`src/rtl/uflash_arbiter.sv`:
```
// Two-requester round-robin front end for a single uflash controller.
// Forwards whole transactions and stalls erases until the post-program gap has elapsed.
module uflash_arbiter #(
    parameter int CLK_FREQ = 5400000,
    parameter int GAP_MS   = 10
) (
    input  logic        clk,
    input  logic        reset_n,

    input  logic        a_sel,
    input  logic [3:0]  a_wstrb,
    input  logic [14:0] a_addr,
    input  logic [31:0] a_data_i,
    output logic        a_ready,
    output logic [31:0] a_data_o,

    input  logic        b_sel,
    input  logic [3:0]  b_wstrb,
    input  logic [14:0] b_addr,
    input  logic [31:0] b_data_i,
    output logic        b_ready,
    output logic [31:0] b_data_o,

    output logic        f_sel,
    output logic [3:0]  f_wstrb,
    output logic [14:0] f_addr,
    output logic [31:0] f_data_i,
    input  logic        f_ready,
    input  logic [31:0] f_data_o,

    output logic        gap_active
);

    localparam int          GAP_CLKS_I = $rtoi(real'(CLK_FREQ) * real'(GAP_MS) * 1.0e-3) + 1;
    localparam logic [23:0] GAP_CLKS   = 24'(GAP_CLKS_I);

    localparam logic [3:0] OP_PROGRAM = 4'b1111;
    localparam logic [3:0] OP_ERASE   = 4'b0001;

    typedef enum logic [1:0] {
        IDLE  = 2'd0,
        HOLD  = 2'd1,
        ISSUE = 2'd2,
        RESP  = 2'd3
    } state_t;

    state_t      state_reg, state_next;
    logic        gnt_reg, gnt_next;     // 0 = A, 1 = B
    logic        rr_reg, rr_next;       // requester that wins a tie
    logic        f_sel_reg, f_sel_next;
    logic [3:0]  f_wstrb_reg, f_wstrb_next;
    logic [14:0] f_addr_reg, f_addr_next;
    logic [31:0] f_data_reg, f_data_next;
    logic [23:0] timer_reg, timer_next;
    logic        gap_active_reg;
    logic        win;

    // Requester ports gathered into indexable form so the grant can select by gnt
    logic [1:0]  req_sel;
    logic [3:0]  req_wstrb [2];
    logic [14:0] req_addr  [2];
    logic [31:0] req_data  [2];

    logic        ready_reg  [2];
    logic        ready_next [2];
    logic [31:0] data_o_reg  [2];
    logic [31:0] data_o_next [2];

    assign req_sel      = {b_sel, a_sel};
    assign req_wstrb[0] = a_wstrb;
    assign req_wstrb[1] = b_wstrb;
    assign req_addr[0]  = a_addr;
    assign req_addr[1]  = b_addr;
    assign req_data[0]  = a_data_i;
    assign req_data[1]  = b_data_i;

    always_comb begin
        state_next   = state_reg;
        gnt_next     = gnt_reg;
        rr_next      = rr_reg;
        f_sel_next   = f_sel_reg;
        f_wstrb_next = f_wstrb_reg;
        f_addr_next  = f_addr_reg;
        f_data_next  = f_data_reg;
        win          = 1'b0;
        for (int i = 0; i < 2; i++) begin
            ready_next[i]  = 1'b0;
            data_o_next[i] = data_o_reg[i];
        end

        // Gap timer counts down to zero; a completed program reloads it below
        timer_next = (timer_reg != 24'd0) ? timer_reg - 24'd1 : 24'd0;

        case (state_reg)
            IDLE: begin
                if (req_sel != 2'b00) begin
                    win          = req_sel[1] && (!req_sel[0] || rr_reg);
                    gnt_next     = win;
                    rr_next      = ~win;
                    f_wstrb_next = req_wstrb[win];
                    f_addr_next  = req_addr[win];
                    f_data_next  = req_data[win];
                    if (req_wstrb[win] == OP_ERASE && timer_reg != 24'd0) begin
                        state_next = HOLD;
                    end else begin
                        f_sel_next = 1'b1;
                        state_next = ISSUE;
                    end
                end
            end

            HOLD: begin
                if (timer_reg == 24'd0) begin
                    f_sel_next = 1'b1;
                    state_next = ISSUE;
                end
            end

            ISSUE: begin
                if (f_ready) begin
                    // Drop sel on the same edge so uflash returns to idle with sel low
                    f_sel_next           = 1'b0;
                    data_o_next[gnt_reg] = f_data_o;
                    ready_next[gnt_reg]  = 1'b1;
                    state_next           = RESP;
                    if (f_wstrb_reg == OP_PROGRAM) begin
                        timer_next = GAP_CLKS;
                    end
                end
            end

            RESP: begin
                state_next = IDLE;
            end

            default: begin
                state_next = IDLE;
                f_sel_next = 1'b0;
            end
        endcase
    end

    always_ff @(posedge clk or negedge reset_n) begin
        if (!reset_n) begin
            state_reg      <= IDLE;
            gnt_reg        <= 1'b0;
            rr_reg         <= 1'b0;
            f_sel_reg      <= 1'b0;
            f_wstrb_reg    <= 4'd0;
            f_addr_reg     <= 15'd0;
            f_data_reg     <= 32'd0;
            timer_reg      <= 24'd0;
            gap_active_reg <= 1'b0;
        end else begin
            state_reg      <= state_next;
            gnt_reg        <= gnt_next;
            rr_reg         <= rr_next;
            f_sel_reg      <= f_sel_next;
            f_wstrb_reg    <= f_wstrb_next;
            f_addr_reg     <= f_addr_next;
            f_data_reg     <= f_data_next;
            timer_reg      <= timer_next;
            gap_active_reg <= (timer_next != 24'd0);
        end
    end

    genvar gi;
    generate
        for (gi = 0; gi < 2; gi++) begin : g_resp
            always_ff @(posedge clk or negedge reset_n) begin
                if (!reset_n) begin
                    ready_reg[gi]  <= 1'b0;
                    data_o_reg[gi] <= 32'd0;
                end else begin
                    ready_reg[gi]  <= ready_next[gi];
                    data_o_reg[gi] <= data_o_next[gi];
                end
            end
        end
    endgenerate

    assign a_ready    = ready_reg[0];
    assign a_data_o   = data_o_reg[0];
    assign b_ready    = ready_reg[1];
    assign b_data_o   = data_o_reg[1];
    assign f_sel      = f_sel_reg;
    assign f_wstrb    = f_wstrb_reg;
    assign f_addr     = f_addr_reg;
    assign f_data_i   = f_data_reg;
    assign gap_active = gap_active_reg;

endmodule
```
`config.mk`:
```
export PLATFORM = sky130hd
export DESIGN_NAME = uflash_arbiter
export DESIGN_NICKNAME = d
export VERILOG_FILES = /design/src/rtl/uflash_arbiter.sv
export SDC_FILE = /design/constraint.sdc
export NUM_CORES = 1
export LEC_CHECK = 0
export BUFFER_PORTS_ARGS = -buffer_cell sky130_fd_sc_hd__buf_2
export CORE_MARGIN = 2
export CORE_UTILIZATION = 52
export CTS_CLUSTER_DIAMETER = 200
export DETAILED_ROUTE_END_ITERATION = 8
export GPL_TIMING_DRIVEN = 0
export PLACE_DENSITY = 0.95
export RECOVER_POWER = 25
export SLEW_MARGIN = 15
export SYNTH_ARGS = -nofsm -noshare
export SYNTH_HDL_FRONTEND = slang
export SYNTH_SLANG_ARGS = --single-unit
```
`constraint.sdc`:
```
create_clock -name clk -period 3.9 [get_ports clk]
set_clock_uncertainty 0.05 [all_clocks]
set_input_delay 0 -clock clk [delete_from_list [all_inputs] [get_ports clk]]
set_output_delay 0 -clock clk [all_outputs]
set_load 0.05 [all_outputs]
```
==> results.json, run 1 <==
{
  "portBuffers": 257,
  "ys.flop_type": "dfrtp_1",
  "ctsHoldBuffers": 137,
  "grt_max_degree": 82,
  "htreeDepth": 4,
  "cts_inserted_buffers": 17,
  "cp_data_arrival_time_ns": 3.63,
  "cts_setup_buffers": 0,
  "hold_viol_final": 0,
  "yosys-top-cells-area": "dfrtp_1 (58%), a22o_1 (13%), mux2_2 (12%)",
  "core-area_um2": 12000,
  "cts_tree": "yes",
  "power_density_nw_per_um2": 955,
  "ctsResizeCount": 0,
  "crit_path_end_kind": "register",
  "syn_to_final_growth_pct": 54.4,
  "drv_cap": 1,
  "crit_path_start": "rr_reg",
  "switching_share_pct": 51.3,
  "p_sw_mw": 4.83,
  "synth_async_sr_flop_share_pct": 100,
  "yosys.area.top_type": "dfrtp_1",
  "boundaryPins": 258,
  "initial_utilization_pct": 53.1,
  "cts.sinks": 147,
  "clkTransAtPathRegs_ns": 0.07,
  "dp_hpwl_um": 12900,
  "yosys_warnings": 0,
  "vias": 6708,
  "routed_wl_um": 26100,
  "max-vdd-ir-drop_uv": 530,
  "synth-seq-cells": 147,
  "antenna_left": 0,
  "finalSetupViolCount": 0,
  "r2r-end": "f_data_i[10]",
  "status": "finished, violations left",
  "die_x_um": 115,
  "postPlaceCellArea_um2": 7890,
  "overflow": 0,
  "antenna_found_initial": 4,
  "slew-limit-headroom_pct": -97.3,
  "slowest_delay_ns": 0.84,
  "clock_power_share_pct": 17.7,
  "startpoint_type": "register",
  "rsz0062_at_grt": "false",
  "clk-insertion-delay-late_ns": 0.43,
  "period_needed_ns": 3.38,
  "synthesis.nets": 638,
  "yosysSeqAreaShare_pct": 57.7,
  "p_leak_nw": 4.84,
  "synth_most_common_cell": "dfrtp_1",
  "dieArea_um2": 13200,
  "first_iter_violations": 823,
  "setup.worst_path.end": "f_data_i[10]",
  "crit_fanout": 10,
  "cp_slowest_cell": "a21boi_1",
  "wl_per_cell_um": 24.4,
  "fin_tns_setup_ns": 0,
  "clock_path_buffers": 2,
  "max_freq_mhz": 296,
  "worstMarginPinSlew_ns": 2.96,
  "place_inst": 898,
  "synth-edff-count": 0,
  "synth_cell_type_count": 43,
  "cp_cell_sequence": "inv_1 -> a21boi_1 -> nor2_1 -> clkbuf_1 -> clkbuf_1 -> a22o_1 -> dlygate4sd3_1 -> a22o_1",
  "maxSlewViolCount": 67,
  "rr_startpoint": "rr_reg",
  "design_area_um2": 9850,
  "synth_top_area_share_pct": 57.7,
  "final_nets": 1052,
  "r2r_cells": 8,
  "synth_cells": 493,
  "synth_area_um2": 6380,
  "finalCritPeriodShare_pct": 86.7,
  "drc": 0,
  "rrSetupSlack_ns": 0.52,
  "required_ns": 4.15,
  "final_cells": 1071,
  "grt_usage_pct": 40.1,
  "violations": "capacitance limit, slew limit",
  "hp-class": "primary input to register",
  "p_seq_share_pct": 28.9,
  "grt_pass1_vias": 7051,
  "via_per_inst": 6.26,
  "pwr-share-comb_pct": 53.3,
  "timing.hold.ws_ns": 0.170,
  "dieHeight_um": 115,
  "place.gp.congestion": 0.857,
  "drt_first_pass_iters": 6,
  "internal_power_mw": 4.58,
  "synth_area_per_cell_um2": 12.9,
  "layout-drive-gt1-share_pct": 39.7,
  "grt_pass1_wl_um": 39200,
  "cts_root_buffer": "clkbuf_16",
  "final_util_pct": 82.0,
  "netlist_top_cells_count": "dfrtp_1 (147), a22o_1 (95), mux2_2 (66), clkbuf_1 (30), nor2_1 (27)",
  "rows": 40,
  "critPathKind": "register to register"
}
## power by group through the flow
stage / clock (mW) / combinational [mW] / sequential, mW
floorplan: 0 / 1.27 / 4.71
global placement: 0 / 4.43 / 2.58
detailed placement: 0 / 4.54 / 2.61
CTS: 1.64 / 4.74 / 2.60
global route: 1.73 / 5.16 / 2.76
finish: 1.67 / 5.02 / 2.72
## cells in the final DEF, fill, tap and decap left out, types with 3 or more instances in the layout
master	n
xnor2_1	12
nand2_1	17
clkbuf_16	17
o21ai_0	17
nand3_1	5
clkbuf_1	33
buf_2	255
a22o_1	95
mux2i_1	4
dfrtp_1	147
xor2_1	8
ha_1	6
inv_1	7
inv_8	3
diode_2	4
nor2_1	27
inv_6	6
mux2_2	66
nor4_1	5
clkinv_4	3
dlygate4sd3_1	137
nor3_1	7
nand4_1	4
## routing by layer
layer  global-route usage, %  vias up  routed length [um]
met3                    11.9      190                2510
met2                    65.9      620               12600
met1                    44.0     3212                8840
met4                    30.1        0                2170
met5                       0        -                   0
li1                        -     2686                   -
## logic make-up (layout without fill, tap and decap cells)
family,after synthesis,after routing,synth area share (%)
flops,147,147,57.7
compound gates,128,128,16.4
simple gates,82,82,7.22
mux,71,71,12.5
buf+inv,39,466,2.33
xor+xnor,20,20,2.75
fa+ha+maj,6,6,1.18
other cells,0,4,0
## worst min-delay path by stage
stage | start | to | slack (ns) | cells past startpoint
after floorplan | reset_n | a_data_o[0] | -0.35 | 0
after global placement | b_sel | rr_reg | 0.18 | 2
after detailed placement | reset_n | b_data_o[21] | -0.07 | 1
after CTS | reset_n | a_data_o[15] | 0.09 | 2
after global routing | f_ready | b_data_o[31] | 0.17 | 3
final | f_ready | b_data_o[31] | 0.17 | 3
## per-stage QoR
stage	power [mW]	setup slack [ns]
after global routing	9.65	0.340
after CTS	8.97	0.938
after floorplan	5.98	1.47
after detailed placement	7.15	0.991
after global placement	7.01	0.797
final	9.41	0.520
## layout make-up
type	count	area, um2
Fill cell	500	2160
Timing Repair Buffer	395	2690
Tap cell	147	184
Antenna cell	4	10.0
Sequential cell	147	3680
Clock inverter	15	164
Clock buffer	17	425
Buffer	32	123
Multi-Input combinational cell	307	2550
Inverter	7	26.3
## critical path, delay by kind of cell (launching register included)
family | cells | cell delay (ns)
AO/OA/AOI/OAI | 3 | 1.33
buffers and inverters | 4 | 1.26
flip-flops | 1 | 0.41
AND/OR/NAND/NOR | 1 | 0.22
No activity file was read; power rests on OpenSTA's default activity.
==> run 2: changes to the inputs <==
- CORE_UTILIZATION: 52 -> 45
- PLACE_DENSITY: 0.95 -> 0.86
==> run 2 against run 1 <==
The flow still finishes with violations (capacitance limit, slew limit). Sequential power decreased by 2%. Hold slack got worse by 0.082 ns. Combinational power decreased by 3%. Sequential share of layout area decreased by 0.057 points. Clock power decreased by 5%.
==> results.json, run 2 (synthesis gave the netlist of run 1 again) <==
{
  "portBuffers": 257,
  "final_nets": 1052,
  "grt_pass1_wl_um": 33300,
  "dieHeight_um": 123,
  "power_density_nw_per_um2": 921,
  "clk-insertion-delay-late_ns": 0.42,
  "critPathKind": "register to register",
  "timing.hold.ws_ns": 0.0871,
  "violations": "capacitance limit, slew limit",
  "vias": 6149,
  "finalCritPeriodShare_pct": 79.6,
  "cp_data_arrival_time_ns": 3.36,
  "dp_hpwl_um": 12500,
  "die_x_um": 123,
  "slew-limit-headroom_pct": -48.4,
  "grt_max_degree": 109,
  "crit_path_end_kind": "register",
  "core-area_um2": 13900,
  "maxSlewViolCount": 40,
  "worstMarginPinSlew_ns": 2.23,
  "clkTransAtPathRegs_ns": 0.06,
  "final_cell_mix": "buf_2 (258), dfrtp_1 (147), dlygate4sd3_1 (137)",
  "hold_viol_final": 0,
  "routed_wl_um": 22200,
  "grt_usage_pct": 29.3,
  "cts_tree": "yes",
  "dieArea_um2": 15100,
  "drc": 0,
  "drt_first_pass_iters": 5,
  "cp_cell_sequence": "inv_1 -> a21boi_1 -> nor2_1 -> clkbuf_1 -> clkbuf_1 -> a22o_1 -> dlygate4sd3_1 -> a22o_1",
  "place.gp.congestion": 0.846,
  "via_per_inst": 5.58,
  "hp-class": "primary input to register",
  "wl_per_cell_um": 20.1,
  "period_needed_ns": 3.11,
  "crit_fanout": 10,
  "fin_tns_setup_ns": 0,
  "first_iter_violations": 443,
  "clock_path_buffers": 2,
  "max-vdd-ir-drop_uv": 616,
  "final_common_cell": "buf_2",
  "grt_pass1_vias": 6477,
  "p_leak_nw": 4.81,
  "syn_to_final_growth_pct": 54.7,
  "layout-drive-gt1-share_pct": 40.0,
  "overflow": 0,
  "status": "finished, violations left",
  "max_freq_mhz": 322,
  "cts.sinks": 147,
  "cts_inserted_buffers": 17,
  "antenna_found_initial": 2,
  "finalSetupViolCount": 0,
  "rsz0062_at_grt": "false",
  "cts_root_buffer": "clkbuf_16",
  "boundaryPins": 258,
  "drv_cap": 1,
  "htreeDepth": 4,
  "initial_utilization_pct": 46.0,
  "rows": 43,
  "cp_slowest_cell": "a21boi_1",
  "slowest_delay_ns": 0.65,
  "antenna_left": 0,
  "startpoint_type": "register",
  "required_ns": 4.16
}
-- run 2: cell type report --
type,count,area (um2)
timing repair buffer,395,2680
tap,180,225
sequential,147,3680
buffer,32,123
fill,887,4010
inverter,7,26.3
clock inverter,13,128
multi-input combinational,307,2560
clock buffer,18,439
antenna,2,5.00
-- run 2: repair_timing --
item	CTS	global route
hold endpoints to repair	263	0
setup buffers	0	0
hold buffers	137	0
resized for setup	0	0
-- run 2: worst paths after layout --
path	cells past startpoint	start	to	slack [ns]
setup reg to reg	8	rr_reg	f_data_i[14]	0.79
hold reg to reg	1	b_data_o[0]	b_data_o[0]	0.45
max in group asynchronous	3	reset_n	f_data_i[11]	1.69
min in group asynchronous	2	reset_n	timer_reg[0]	0.72
hold / removal	4	f_ready	state_reg[1]	0.09
setup / recovery	8	rr_reg	f_data_i[14]	0.79
-- run 2: worst max-delay path: cells and delay by family (launching register included) --
family                 cells  cell delay, ns
buffers and inverters      4            1.27
AOI/OAI and AO/OA          3            1.12
DFF                        1            0.38
and+or+nand+nor            1            0.15
-- run 2: report_power, final --
part           switching, mW  internal, mW  leakage [nW]
Combinational           3.39          1.46          2.76
Clock                  0.677         0.899         0.269
Sequential             0.457          2.21          1.79
-- run 2: per-layer routing --
layer / global-route usage, % / up-vias / wire length (um) / part of all wire (%)
met1: 31.8 / 2967 / 7640 / 34
met5: 0 / - / 0 / 0
met2: 50.7 / 390 / 11400 / 51
met4: 19.9 / 0 / 1600 / 7.2
li1: - / 2668 / - / -
met3: 7.06 / 124 / 1530 / 6.9
-- run 2: metrics by stage --
| stage | cell area (um2) | cells | utilization (%) | total power [mW] | setup WS [ns] |
|---|---|---|---|---|---|
| final | 9870 | 1101 | 71.1 | 9.09 | 0.794 |
| after floorplan | 6380 | 493 | - | 5.98 | 1.47 |
| after global routing | 9870 | 1101 | 71.1 | 9.43 | 0.699 |
| after global placement | 7890 | 930 | 56.9 | 7.03 | 0.727 |
| after CTS | 9870 | 1099 | 71.1 | 8.91 | 1.02 |
| after detailed placement | 7930 | 931 | 57.1 | 7.14 | 1.03 |
